### src/rtl/txn_record_assembler_pkg.sv
// Shared types and constants for the transaction record assembler and
// anything downstream that consumes its unpacked records.
package txn_pkg;

  localparam int TS_W      = 31;
  localparam int VAL_W     = 20;
  localparam int REC_BYTES = 7;
  localparam int REC_W     = 8 * REC_BYTES;
  localparam int TIMEOUT   = 255;

  // Bit positions inside the 56-bit packed record (first byte = [55:48])
  localparam int NW_BIT   = 55;
  localparam int TS_MSB   = 54;
  localparam int TS_LSB   = 24;
  localparam int IN_BIT   = 23;
  localparam int METH_MSB = 22;
  localparam int METH_LSB = 21;
  localparam int RSV_BIT  = 20;
  localparam int VAL_MSB  = 19;

  localparam logic [1:0] METH_A = 2'b10;
  localparam logic [1:0] METH_B = 2'b11;

  typedef struct packed {
    logic [TS_W-1:0]  ts;
    logic             dir_in;
    logic [1:0]       method;
    logic [VAL_W-1:0] value;
    logic             new_wallet;
  } txn_rec_t;

  function automatic txn_rec_t unpack_rec(input logic [REC_W-1:0] raw);
    txn_rec_t r;
    r.new_wallet = raw[NW_BIT];
    r.ts         = raw[TS_MSB:TS_LSB];
    r.dir_in     = raw[IN_BIT];
    r.method     = raw[METH_MSB:METH_LSB];
    r.value      = raw[VAL_MSB:0];
    return r;
  endfunction

endpackage

### src/rtl/txn_record_assembler_if.sv
// Byte-stream input and record output bundle of the assembler.
// master = upstream/downstream environment, slave = assembler.
interface txn_record_assembler_if;
  import txn_pkg::*;

  logic [7:0]       byte_in;
  logic             byte_valid;
  logic             byte_ready;
  logic [TS_W-1:0]  time_stamp;
  logic             in;
  logic [1:0]       method_field;
  logic [VAL_W-1:0] value;
  logic             new_wallet;
  logic             rec_valid;
  logic             rec_ready;
  logic             ts_error;
  logic             fmt_error;
  logic             timeout_err;
  logic [7:0]       drop_count;

  modport master (
    output byte_in, byte_valid, rec_ready,
    input  byte_ready, time_stamp, in, method_field, value, new_wallet,
           rec_valid, ts_error, fmt_error, timeout_err, drop_count
  );

  modport slave (
    input  byte_in, byte_valid, rec_ready,
    output byte_ready, time_stamp, in, method_field, value, new_wallet,
           rec_valid, ts_error, fmt_error, timeout_err, drop_count
  );
endinterface

### src/rtl/txn_out_reg.sv
// Single-entry valid/ready holding register for unpacked records.
module txn_out_reg
  import txn_pkg::*;
(
  input  logic     clk,
  input  logic     rst,
  input  logic     load_i,
  input  txn_rec_t rec_i,
  input  logic     ready_i,
  output logic     valid_o,
  output txn_rec_t rec_o
);

  logic     valid_q, valid_d;
  txn_rec_t rec_q, rec_d;

  // Load wins over drain so a same-edge drain+load keeps valid high
  always_comb begin
    valid_d = valid_q;
    rec_d   = rec_q;
    if (load_i) begin
      valid_d = 1'b1;
      rec_d   = rec_i;
    end else if (valid_q && ready_i) begin
      valid_d = 1'b0;
    end
  end

  // Holding register state
  always_ff @(posedge clk) begin
    if (rst) begin
      valid_q <= 1'b0;
      rec_q   <= '0;
    end else begin
      valid_q <= valid_d;
      rec_q   <= rec_d;
    end
  end

  assign valid_o = valid_q;
  assign rec_o   = rec_q;

endmodule

### src/rtl/txn_record_assembler.sv
// Assembles 7-byte MSB-first transaction records, drops malformed,
// out-of-order and stalled records, and hands good ones to the scorer.
module txn_record_assembler
  import txn_pkg::*;
(
  input logic                 clk,
  input logic                 rst,
  txn_record_assembler_if.slave bus
);

  typedef enum logic {S_IDLE, S_COLLECT} state_t;

  localparam logic [2:0] LAST_IDX    = 3'(REC_BYTES - 1);
  localparam logic [7:0] TIMEOUT_CNT = 8'(TIMEOUT);

  state_t              state_q, state_d;
  logic [2:0]          byte_cnt_q, byte_cnt_d;
  logic [7:0]          timer_q, timer_d;
  logic [REC_W-9:0]    asm_q, asm_d;
  logic [TS_W-1:0]     last_ts_q, last_ts_d;
  logic                ref_valid_q, ref_valid_d;
  logic [7:0]          drop_cnt_q, drop_cnt_d;
  logic                ts_err_q, ts_err_d;
  logic                fmt_err_q, fmt_err_d;
  logic                to_err_q, to_err_d;

  logic                hs;
  logic                byte_ready;
  logic                load;
  logic                rec_valid;
  logic [REC_W-1:0]    raw;
  txn_rec_t            rec_new;
  txn_rec_t            rec_out;

  // Only the final byte stalls, and only while the output stage cannot take it
  assign byte_ready = (byte_cnt_q != LAST_IDX) || !rec_valid || bus.rec_ready;
  assign hs         = bus.byte_valid && byte_ready;
  assign raw        = {asm_q, bus.byte_in};
  assign rec_new    = unpack_rec(raw);

  // Next-state: byte collection, record checks, timeout and drop accounting
  always_comb begin
    state_d     = state_q;
    byte_cnt_d  = byte_cnt_q;
    timer_d     = timer_q;
    asm_d       = asm_q;
    last_ts_d   = last_ts_q;
    ref_valid_d = ref_valid_q;
    drop_cnt_d  = drop_cnt_q;
    ts_err_d    = 1'b0;
    fmt_err_d   = 1'b0;
    to_err_d    = 1'b0;
    load        = 1'b0;

    case (state_q)
      S_IDLE: begin
        if (hs) begin
          asm_d      = {asm_q[REC_W-17:0], bus.byte_in};
          byte_cnt_d = 3'd1;
          timer_d    = '0;
          state_d    = S_COLLECT;
        end
      end
      S_COLLECT: begin
        if (hs) begin
          asm_d   = {asm_q[REC_W-17:0], bus.byte_in};
          timer_d = '0;
          if (byte_cnt_q == LAST_IDX) begin
            byte_cnt_d = '0;
            state_d    = S_IDLE;
            if (raw[RSV_BIT]) begin
              fmt_err_d = 1'b1;
            end else if (!rec_new.new_wallet && ref_valid_q &&
                         (rec_new.ts < last_ts_q)) begin
              ts_err_d = 1'b1;
            end else begin
              load        = 1'b1;
              last_ts_d   = rec_new.ts;
              ref_valid_d = 1'b1;
            end
          end else begin
            byte_cnt_d = byte_cnt_q + 3'd1;
          end
        end else if (timer_q == TIMEOUT_CNT) begin
          to_err_d   = 1'b1;
          byte_cnt_d = '0;
          timer_d    = '0;
          state_d    = S_IDLE;
        end else if (!bus.byte_valid) begin
          timer_d = timer_q + 8'd1;
        end
      end
      default: begin
        state_d    = S_IDLE;
        byte_cnt_d = '0;
        timer_d    = '0;
      end
    endcase

    if ((fmt_err_d || ts_err_d || to_err_d) && (drop_cnt_q != 8'hFF))
      drop_cnt_d = drop_cnt_q + 8'd1;
  end

  // Control state and pulses; the assembly shift register needs no reset
  always_ff @(posedge clk) begin
    if (rst) begin
      state_q     <= S_IDLE;
      byte_cnt_q  <= '0;
      timer_q     <= '0;
      last_ts_q   <= '0;
      ref_valid_q <= 1'b0;
      drop_cnt_q  <= '0;
      ts_err_q    <= 1'b0;
      fmt_err_q   <= 1'b0;
      to_err_q    <= 1'b0;
    end else begin
      state_q     <= state_d;
      byte_cnt_q  <= byte_cnt_d;
      timer_q     <= timer_d;
      last_ts_q   <= last_ts_d;
      ref_valid_q <= ref_valid_d;
      drop_cnt_q  <= drop_cnt_d;
      ts_err_q    <= ts_err_d;
      fmt_err_q   <= fmt_err_d;
      to_err_q    <= to_err_d;
    end
    asm_q <= asm_d;
  end

  txn_out_reg u_out (
    .clk     (clk),
    .rst     (rst),
    .load_i  (load),
    .rec_i   (rec_new),
    .ready_i (bus.rec_ready),
    .valid_o (rec_valid),
    .rec_o   (rec_out)
  );

  assign bus.byte_ready   = byte_ready;
  assign bus.rec_valid    = rec_valid;
  assign bus.time_stamp   = rec_out.ts;
  assign bus.in           = rec_out.dir_in;
  assign bus.method_field = rec_out.method;
  assign bus.value        = rec_out.value;
  assign bus.new_wallet   = rec_out.new_wallet;
  assign bus.ts_error     = ts_err_q;
  assign bus.fmt_error    = fmt_err_q;
  assign bus.timeout_err  = to_err_q;
  assign bus.drop_count   = drop_cnt_q;

endmodule

### src/flat_wrapper.sv
// flat-port wrapper written by rule: the top's interface ports become plain ports
module txn_record_assembler_flat import txn_pkg::*;
  (clk, rst, bus_byte_in, bus_byte_valid, bus_rec_ready, bus_byte_ready, bus_time_stamp, bus_in, bus_method_field, bus_value, bus_new_wallet, bus_rec_valid, bus_ts_error, bus_fmt_error, bus_timeout_err, bus_drop_count);
  txn_record_assembler_if bus_i ();
  input logic clk;
  input logic rst;
  input wire logic [$bits(bus_i.byte_in)-1:0] bus_byte_in;
  input wire logic [$bits(bus_i.byte_valid)-1:0] bus_byte_valid;
  input wire logic [$bits(bus_i.rec_ready)-1:0] bus_rec_ready;
  output wire logic [$bits(bus_i.byte_ready)-1:0] bus_byte_ready;
  output wire logic [$bits(bus_i.time_stamp)-1:0] bus_time_stamp;
  output wire logic [$bits(bus_i.in)-1:0] bus_in;
  output wire logic [$bits(bus_i.method_field)-1:0] bus_method_field;
  output wire logic [$bits(bus_i.value)-1:0] bus_value;
  output wire logic [$bits(bus_i.new_wallet)-1:0] bus_new_wallet;
  output wire logic [$bits(bus_i.rec_valid)-1:0] bus_rec_valid;
  output wire logic [$bits(bus_i.ts_error)-1:0] bus_ts_error;
  output wire logic [$bits(bus_i.fmt_error)-1:0] bus_fmt_error;
  output wire logic [$bits(bus_i.timeout_err)-1:0] bus_timeout_err;
  output wire logic [$bits(bus_i.drop_count)-1:0] bus_drop_count;
  assign bus_i.byte_in = bus_byte_in;
  assign bus_i.byte_valid = bus_byte_valid;
  assign bus_i.rec_ready = bus_rec_ready;
  assign bus_byte_ready = bus_i.byte_ready;
  assign bus_time_stamp = bus_i.time_stamp;
  assign bus_in = bus_i.in;
  assign bus_method_field = bus_i.method_field;
  assign bus_value = bus_i.value;
  assign bus_new_wallet = bus_i.new_wallet;
  assign bus_rec_valid = bus_i.rec_valid;
  assign bus_ts_error = bus_i.ts_error;
  assign bus_fmt_error = bus_i.fmt_error;
  assign bus_timeout_err = bus_i.timeout_err;
  assign bus_drop_count = bus_i.drop_count;
  txn_record_assembler u_core (.clk(clk), .rst(rst), .bus(bus_i));
endmodule
### config.mk
export PLATFORM = sky130hd
export DESIGN_NAME = txn_record_assembler_flat
export DESIGN_NICKNAME = d
export VERILOG_FILES = /design/src/rtl/txn_record_assembler_pkg.sv /design/src/rtl/txn_record_assembler_if.sv /design/src/rtl/txn_out_reg.sv /design/src/rtl/txn_record_assembler.sv /design/src/flat_wrapper.sv
export SDC_FILE = /design/constraint.sdc
export NUM_CORES = 1
export LEC_CHECK = 0
export BUFFER_PORTS_ARGS = -buffer_cell sky130_fd_sc_hd__buf_2
export CAP_MARGIN = 10
export CORE_AREA = 2 2 106 108
export CTS_CLUSTER_SIZE = 25
export DETAILED_ROUTE_END_ITERATION = 16
export DIE_AREA = 0 0 108 110
export HOLD_SLACK_MARGIN = 0.06
export PLACE_DENSITY = 0.83
export SETUP_SLACK_MARGIN = 0.5
export SLEW_MARGIN = 20
export SYNTH_ARGS = -nofsm -noshare
export SYNTH_HDL_FRONTEND = slang
export SYNTH_SLANG_ARGS = --single-unit
### constraint.sdc
create_clock -name clk -period 5.85 [get_ports clk]
set_clock_uncertainty 0.05 [all_clocks]
set_input_delay 0.2925 -clock clk [delete_from_list [all_inputs] [get_ports clk]]
set_output_delay 0.2925 -clock clk [all_outputs]
set_load 0.01 [all_outputs]
==> impl_metrics.csv, run 1 <==
group,metric,value,unit
outcome,result_of_the_run,"complete, no violations",
clock_network,cts-root-buf,"clkbuf_8",
logic_synthesis,synth.ff_latch_count,159,
finish,antenna-diode-count,0,
critical_path,crit_path_end_kind,"flop",
placement,place.gp.congestion,0.871,
timing,finalMaxSlewViolations,0,
global_route,gr_ovfl_total,0,
detailed_routing,firstDrtPassIters,4,
placement,place_ws,2.42,ns
critical_path,criticalPathCategory,"flop to flop",
timing,max_slew_margin,41.3,%
power_and_ir_drop,power.density,299,nW/um^2
logic_synthesis,avgSynthCellArea,10.2,um^2
clock_network,cts_buffers,17,
global_route,number_of_global_route_vias_before_repair,4821,
global_route,grt_pass1_wl,22100,um
timing,finalHoldViolations,0,
timing,final_setup_vio_count,0,
placement,dp.final_hpwl,8500,um
critical_path,critPathLaunchType,"flop",
finish,layout.cells.most_common_list,"124 x nand2_1, 111 x dfxtp_1, 78 x buf_2",
timing,maxClockFrequency,293,MHz
logic_synthesis,summed_instance_area_of_the_synthesized_netlist,6470,um^2
power_and_ir_drop,peakVddDrop,221,uV
finish,layout.cells.most_common,"nand2_1",
clock_network,cts_sinks,159,
clock_network,cts_tree,"built",
critical_path,timing.critical_path.fanout_max,58,
die,die-width,108,um
logic_synthesis,syn-instance-count,636,
logic_synthesis,synth.yosys.seq_area_share,56.6,%
timing,setup_repair_after_global_routing_missed_its_margin,"no",
placement,dpl.cell_count,828,
timing,timing.final.crit_period,3.41,ns
detailed_routing,ant_nets,0,
die,die_area,11900,um^2
clock_network,max-clock-path-buffers,2,
clock_network,worst_skew_late_latency,0.54,ns
hold_path,min-delay-path-class,"flop to flop",
die,core_area,10700,um^2
detailed_routing,dr_total_vias,4805,
critical_path,worstPathRequired,6.25,ns
critical_path,timing.critical_path.arrival,3.82,ns
global_route,antenna_violations_before_repair,0,
detailed_routing,routed_wirelength,13600,um
power_and_ir_drop,p_leak,0.00287,uW
clock_network,htreeDepth,4,
placement,place_area,6900,um^2
finish,area_delta_synth_final,17.4,%
detailed_routing,route.detailed.vias_per_inst,5.51,
die,die_h,110,um
die,row_count,38,
global_route,track_usage,24.1,%
finish,nNetsFinal,763,
timing,setup_slack,2.44,ns
die,io-pin-count,80,
timing,final_min_period_over_clock_period,58.4,%
timing,timing_worst_slew_pin_value,0.879,ns
placement,place.port_buffers,79,
global_route,grt_start_max_net_pins,93,
job,cap_viol_max_count,0,
detailed_routing,drt_first_iter_violations,320,
timing,fin_setup_tns,0,ns
logic_synthesis,ys.warnings.count,0,
logic_synthesis,synth_cell_type_count,46,
clock_network,cts.clk_slew.worst_paths,0.07,ns
finish,drive_above_1_share,28.0,%
power_and_ir_drop,total_power,2270,uW
logic_synthesis,synth_net_count,680,
finish,post-route-cell-area,7590,um^2
detailed_routing,remaining_drc_errors,0,
detailed_routing,post_drt_wl_per_cell,15.6,um
finish,post_layout_nonfiller_instances,872,
die,initial_utilization,60.5,%
-- repair_timing --
item                       CTS  global route
hold buffers                11             0
setup endpoints to repair    0             0
buffers inserted             0             0
gates resized for setup      0             0
hold endpoints to repair    24             0
-- layout make-up --
class	instances	area, um^2
clock buffers	18	428
clock inverters	14	121
fillers	749	3110
inverters	37	140
multi-input cells	411	2510
flip-flops and latches	159	3660
well taps	140	175
repair buffers	93	554
-- Yosys cell counts, drive strengths merged --
| cell | n | share of area (%) |
|---|---|---|
| mux2 | 1 | 0.17 |
| xor2 | 3 | 0.41 |
| o22ai | 1 | 0.097 |
| nor4 | 2 | 0.43 |
| nand2 | 166 | 11 |
| edfxtp | 48 | 22 |
| ha | 32 | 6.2 |
| and3b | 2 | 0.27 |
| nor2 | 24 | 1.4 |
| a21oi | 109 | 11 |
| and3 | 6 | 0.58 |
| buf | 15 | 1.8 |
| and4b | 2 | 0.31 |
| o41ai | 1 | 0.25 |
| o211ai | 3 | 0.35 |
| nand3 | 11 | 0.85 |
| a311oi | 3 | 0.41 |
| clkbuf | 14 | 0.81 |
| nand4 | 5 | 0.58 |
| o21ai | 14 | 1.1 |
| a21o | 1 | 0.12 |
| a21bo | 1 | 0.15 |
| mux2i | 2 | 0.31 |
| nor2b | 3 | 0.29 |
| o21ba | 1 | 0.15 |
| nor4b | 1 | 0.14 |
| dfxtp | 111 | 34 |
| inv | 37 | 2.1 |
| nor3 | 3 | 0.31 |
| a2111oi | 1 | 0.14 |
| xnor2 | 2 | 0.27 |
| a211oi | 1 | 0.12 |
| a21boi | 1 | 0.12 |
| or3 | 3 | 0.29 |
| a22oi | 2 | 0.23 |
| a41o | 3 | 0.46 |
| a31oi | 1 | 0.19 |
-- report_power, final --
group          internal [uW]  leakage, uW  total [uW]  switching (uW)
Combinational           25.4      0.00123        71.8            46.4
Sequential              1160      0.00136        1180            19.0
Clock                    548     0.000274        1020             471
-- worst max-delay path: stages, from the launching register on --
cell      delay [ns]
dfxtp_1         0.43
and3b_1         0.29
nand2_2         0.09
nand2_2         0.17
clkinv_2        0.70
nand3_1         0.49
or3_4           0.45
buf_16          0.32
nand2_1         0.11
a21oi_1         0.17
-- per-stage QoR --
step	hold WS [ns]	utilization [%]
floorplan	0.341	-
global placement	0.381	64.5
detailed placement	0.384	64.5
CTS	0.401	70.7
global route	0.411	71.0
finish	0.405	71.0
-- metal layers --
layer / track usage, % / vias to the layer above / wire (um)
met4: 10.1 / 0 / 274
met5: 0 / - / 0
met3: 6.11 / 23 / 656
li1: - / 2345 / -
met1: 27.2 / 2311 / 5460
met2: 43.6 / 126 / 7180
-- state kept, by name (all words and copies together), names as in the netlist --
register,flops
u_core.asm_q,48
u_core.bus.drop_count,8
u_core.bus.fmt_error,1
u_core.bus.timeout_err,1
u_core.bus.ts_error,1
u_core.byte_cnt_q,3
u_core.last_ts_q,31
u_core.ref_valid_q,1
u_core.state_q,1
u_core.timer_q,8
u_core.u_out.rec_o,55
u_core.u_out.valid_o,1
-- path summary, 6_finish.rpt --
| kind | start | endpoint | slack [ns] | depth (start not counted) |
|---|---|---|---|---|
| setup / recovery | u_core.byte_cnt_q[1]$_SDFFE_PP0P_ | u_core.last_ts_q[15]$_SDFFE_PP0P_ | 2.44 | 9 |
| hold / removal | u_core.u_out.rec_o[41]$_SDFFE_PP0P_ | u_core.u_out.rec_o[41]$_SDFFE_PP0P_ | 0.41 | 2 |
| setup reg to reg | u_core.byte_cnt_q[1]$_SDFFE_PP0P_ | u_core.last_ts_q[15]$_SDFFE_PP0P_ | 2.44 | 9 |
| hold reg to reg | u_core.u_out.rec_o[41]$_SDFFE_PP0P_ | u_core.u_out.rec_o[41]$_SDFFE_PP0P_ | 0.41 | 2 |
-- kinds of logic after synthesis --
group / count (synthesis) / share of synthesized area [%]
AND/OR/NAND/NOR: 228 / 16.7
flip-flops: 159 / 56.6
multiplexers: 3 / 0.484
AO/OA/AOI/OAI: 143 / 14.6
XOR/XNOR: 5 / 0.677
adder cells (fa/ha/maj): 32 / 6.19
buffers and inverters: 66 / 4.74
No activity file was read; power rests on OpenSTA's default activity.
==> run 2: changes to the inputs <==
- ABC_AREA: not set -> 1
- CORE_AREA: 2 2 106 108 -> 2 2 114 116
- DIE_AREA: 0 0 108 110 -> 0 0 116 118
- PLACE_DENSITY: 0.83 -> 0.75
- clock period: 5.85 -> 2.8 ns (I/O delays scaled with it)
==> run 2 against run 1 <==
Against the previous run: global-route usage decreased by 3.6 points; combinational power increased by 140%; final area increased by 3.2%; area after synthesis decreased by 2.7%; fmax increased by 51%; die area increased by 15%; synthesized cell count increased by 9.0%; largest cell class unchanged.
==> impl_metrics.csv, run 2 <==
group,metric,value,unit
die,io-pin-count,80,
placement,dp.final_hpwl,8850,um
logic_synthesis,largest_family_of_logic_cells_by_synthesized_area,"simple AND/OR/NAND/NOR gates",
timing,final_min_period_over_clock_period,80.5,%
global_route,antenna_violations_before_repair,0,
clock_network,cts-root-buf,"clkbuf_16",
critical_path,timing.critical_path.arrival,2.48,ns
finish,antenna-diode-count,0,
logic_synthesis,synth_net_count,737,
clock_network,cts_buffers,17,
global_route,grt_start_max_net_pins,57,
logic_synthesis,yosys-top-cells-area,"dfxtp_1 35%, edfxtp_1 23%, nand2_1 10%, a21oi_1 7.2%, ha_1 6.4%",
timing,final_setup_vio_count,0,
logic_synthesis,synth_xor_area_share,0.696,%
timing,setup_slack,0.545,ns
detailed_routing,dr_total_vias,4993,
timing,finalHoldViolations,0,
timing,setup_repair_after_global_routing_missed_its_margin,"yes",
clock_network,htreeDepth,4,
die,initial_utilization,50.7,%
die,core_area,12400,um^2
critical_path,timing.critical_path.fanout_max,8,
logic_synthesis,summed_instance_area_of_the_synthesized_netlist,6290,um^2
timing,timing_worst_slew_pin_value,0.771,ns
die,die-width,116,um
clock_network,cts_sinks,159,
logic_synthesis,synth.cells.most_frequent,"171 x nand2_1, 111 x dfxtp_1, 90 x a21oi_1",
power_and_ir_drop,peakVddDrop,410,uV
logic_synthesis,avgSynthCellArea,9.08,um^2
detailed_routing,drt_first_iter_violations,307,
detailed_routing,route.detailed.vias_per_inst,5.11,
timing,max_slew_margin,48.5,%
finish,nNetsFinal,837,
detailed_routing,routed_wirelength,14400,um
detailed_routing,ant_nets,0,
finish,layout.cells.most_common_list,"162 x nand2_1, 111 x dfxtp_1, 90 x a21oi_1",
logic_synthesis,post-synth-top-count-cell,"nand2_1",
job,cap_viol_max_count,0,
clock_network,worst_skew_late_latency,0.42,ns
critical_path,flop2flop_setup_slack,0.54,ns
detailed_routing,remaining_drc_errors,0,
finish,layout.cells.most_common,"nand2_1",
critical_path,critPathLaunchType,"flop",
logic_synthesis,synthDominantAreaCellType,"dfxtp_1",
logic_synthesis,synth_fa_ha_area_share,6.36,%
logic_synthesis,synth_edf_count,48,
clock_network,cts.clk_slew.worst_paths,0.06,ns
timing,finalMaxSlewViolations,0,
critical_path,criticalPathCategory,"flop to flop",
detailed_routing,post_drt_wl_per_cell,14.7,um
logic_synthesis,post-synth-top-area-fraction,35.3,%
global_route,grt_pass1_wl,22100,um
clock_network,cts_tree,"built",
placement,place.gp.congestion,0.872,
logic_synthesis,synth.ff_latch_count,159,
logic_synthesis,ys.warnings.count,0,
outcome,result_of_the_run,"complete, no violations",
finish,drive_above_1_share,19.1,%
logic_synthesis,synth_simple_gate_area_share,18.3,%
global_route,track_usage,20.5,%
global_route,gr_ovfl_total,0,
placement,place.port_buffers,79,
finish,area_delta_synth_final,24.4,%
timing,fin_setup_tns,0,ns
die,die_h,118,um
finish,largest_reg_flops,55,
critical_path,crit_path_end_kind,"flop",
placement,place_ws,0.403,ns
timing,maxClockFrequency,443,MHz
logic_synthesis,synth.yosys.seq_area_share,58.2,%
power_and_ir_drop,p_leak,0.00313,uW
logic_synthesis,syn-instance-count,693,
power_and_ir_drop,power.density,631,nW/um^2
die,row_count,41,
logic_synthesis,postSynth.asyncResetShare,0,%
timing,timing.final.crit_period,2.26,ns
critical_path,worstPathRequired,3.02,ns
detailed_routing,firstDrtPassIters,5,
logic_synthesis,post_synth_mux_area_share,0,%
logic_synthesis,synth_cell_type_count,30,
hold_path,min-delay-path-class,"input port to flop",
logic_synthesis,synth_compound_area_share,10.4,%
clock_network,max-clock-path-buffers,2,
die,die_area,13700,um^2
finish,fillers,1018,
global_route,number_of_global_route_vias_before_repair,4903,
logic_synthesis,synthFlopType,"dfxtp_1",
[run 2: cell types whose count changed after synthesis, sizes merged, moves of 5 or more]
cell   delta
inv      +26
a21oi    -19
nor2     +48
and3      -5
o21ai    +15
nand3    +11
nand2     +9
[run 2: final cells by class]
type / instances / area [um^2] / share of cell area, %
multi-input cells: 444 / 2340 / 29.9
clock inverters: 14 / 163 / 2.08
flip-flops and latches: 159 / 3660 / 46.8
well taps: 172 / 215 / 2.75
clock buffers: 18 / 429 / 5.48
repair buffers: 108 / 766 / 9.78
inverters: 63 / 251 / 3.21
[run 2: critical path: stages, from the launching register on]
cell and delay [ns]:
edfxtp_1 0.44, ha_1 0.30, nand2_1 0.06, inv_1 0.05, nand2_1 0.06, nand2_1 0.04
nand2_1 0.06, a21oi_1 0.07, nor2_2 0.20, nand2_2 0.13, nand2_8 0.15, clkinv_8 0.10
clkbuf_16 0.18, nand2_1 0.13, a21oi_1 0.08
[run 2: final timing paths]
| check | startpoint | to | cells after the start |
|---|---|---|---|
| hold / removal | rst | u_core.timer_q[1]$_SDFFE_PP0P_ | 2 |
| setup reg to reg | u_core.asm_q[33]$_DFFE_PP_ | u_core.last_ts_q[6]$_SDFFE_PP0P_ | 14 |
| hold reg to reg | u_core.asm_q[5]$_DFFE_PP_ | u_core.asm_q[13]$_DFFE_PP_ | 0 |
| setup / recovery | u_core.asm_q[33]$_DFFE_PP_ | u_core.last_ts_q[6]$_SDFFE_PP0P_ | 14 |
[run 2: stage by stage]
stage | instances | total power [uW] | instance area (um^2) | util (%) | hold slack (ns)
after floorplan | 693 | 2600 | 6290 | - | 0.189
after global placement | 923 | 2650 | 6800 | 54.8 | 0.281
after detailed placement | 923 | 2660 | 6800 | 54.8 | 0.282
after CTS | 965 | 4950 | 7500 | 60.4 | 0.206
after global routing | 978 | 5100 | 7830 | 63.1 | 0.249
final | 978 | 4940 | 7830 | 63.1 | 0.223
[run 2: kinds of logic after synthesis]
family,count (synthesis)
AOI/OAI and AO/OA,126
xor gates and xnor gates,5
adders and majority gates,32
buffers and inverters,90
DFF,159
and+or+nand+nor,281
[run 2: repair_timing]
action,in CTS,in global routing
setup endpoints to repair,59,92
gates resized for setup,3,40
gates cloned,0,4
pin swaps,0,4
buffers inserted,0,9
hold endpoints to repair,19,0
hold buffers,10,0
[run 2: metal layers]
layer / vias to the layer above / routed length, um / track usage, %
met1: 2324 / 5780 / 23.4
li1: 2473 / - / -
met3: 30 / 820 / 5.92
met4: 0 / 368 / 7.96
met2: 166 / 7450 / 35.9
met5: - / 0 / 0
[run 2: where the power goes]
group	switching (uW)	internal [uW]
Combinational	105	67.6
Sequential	39.5	2430
Clock	905	1400
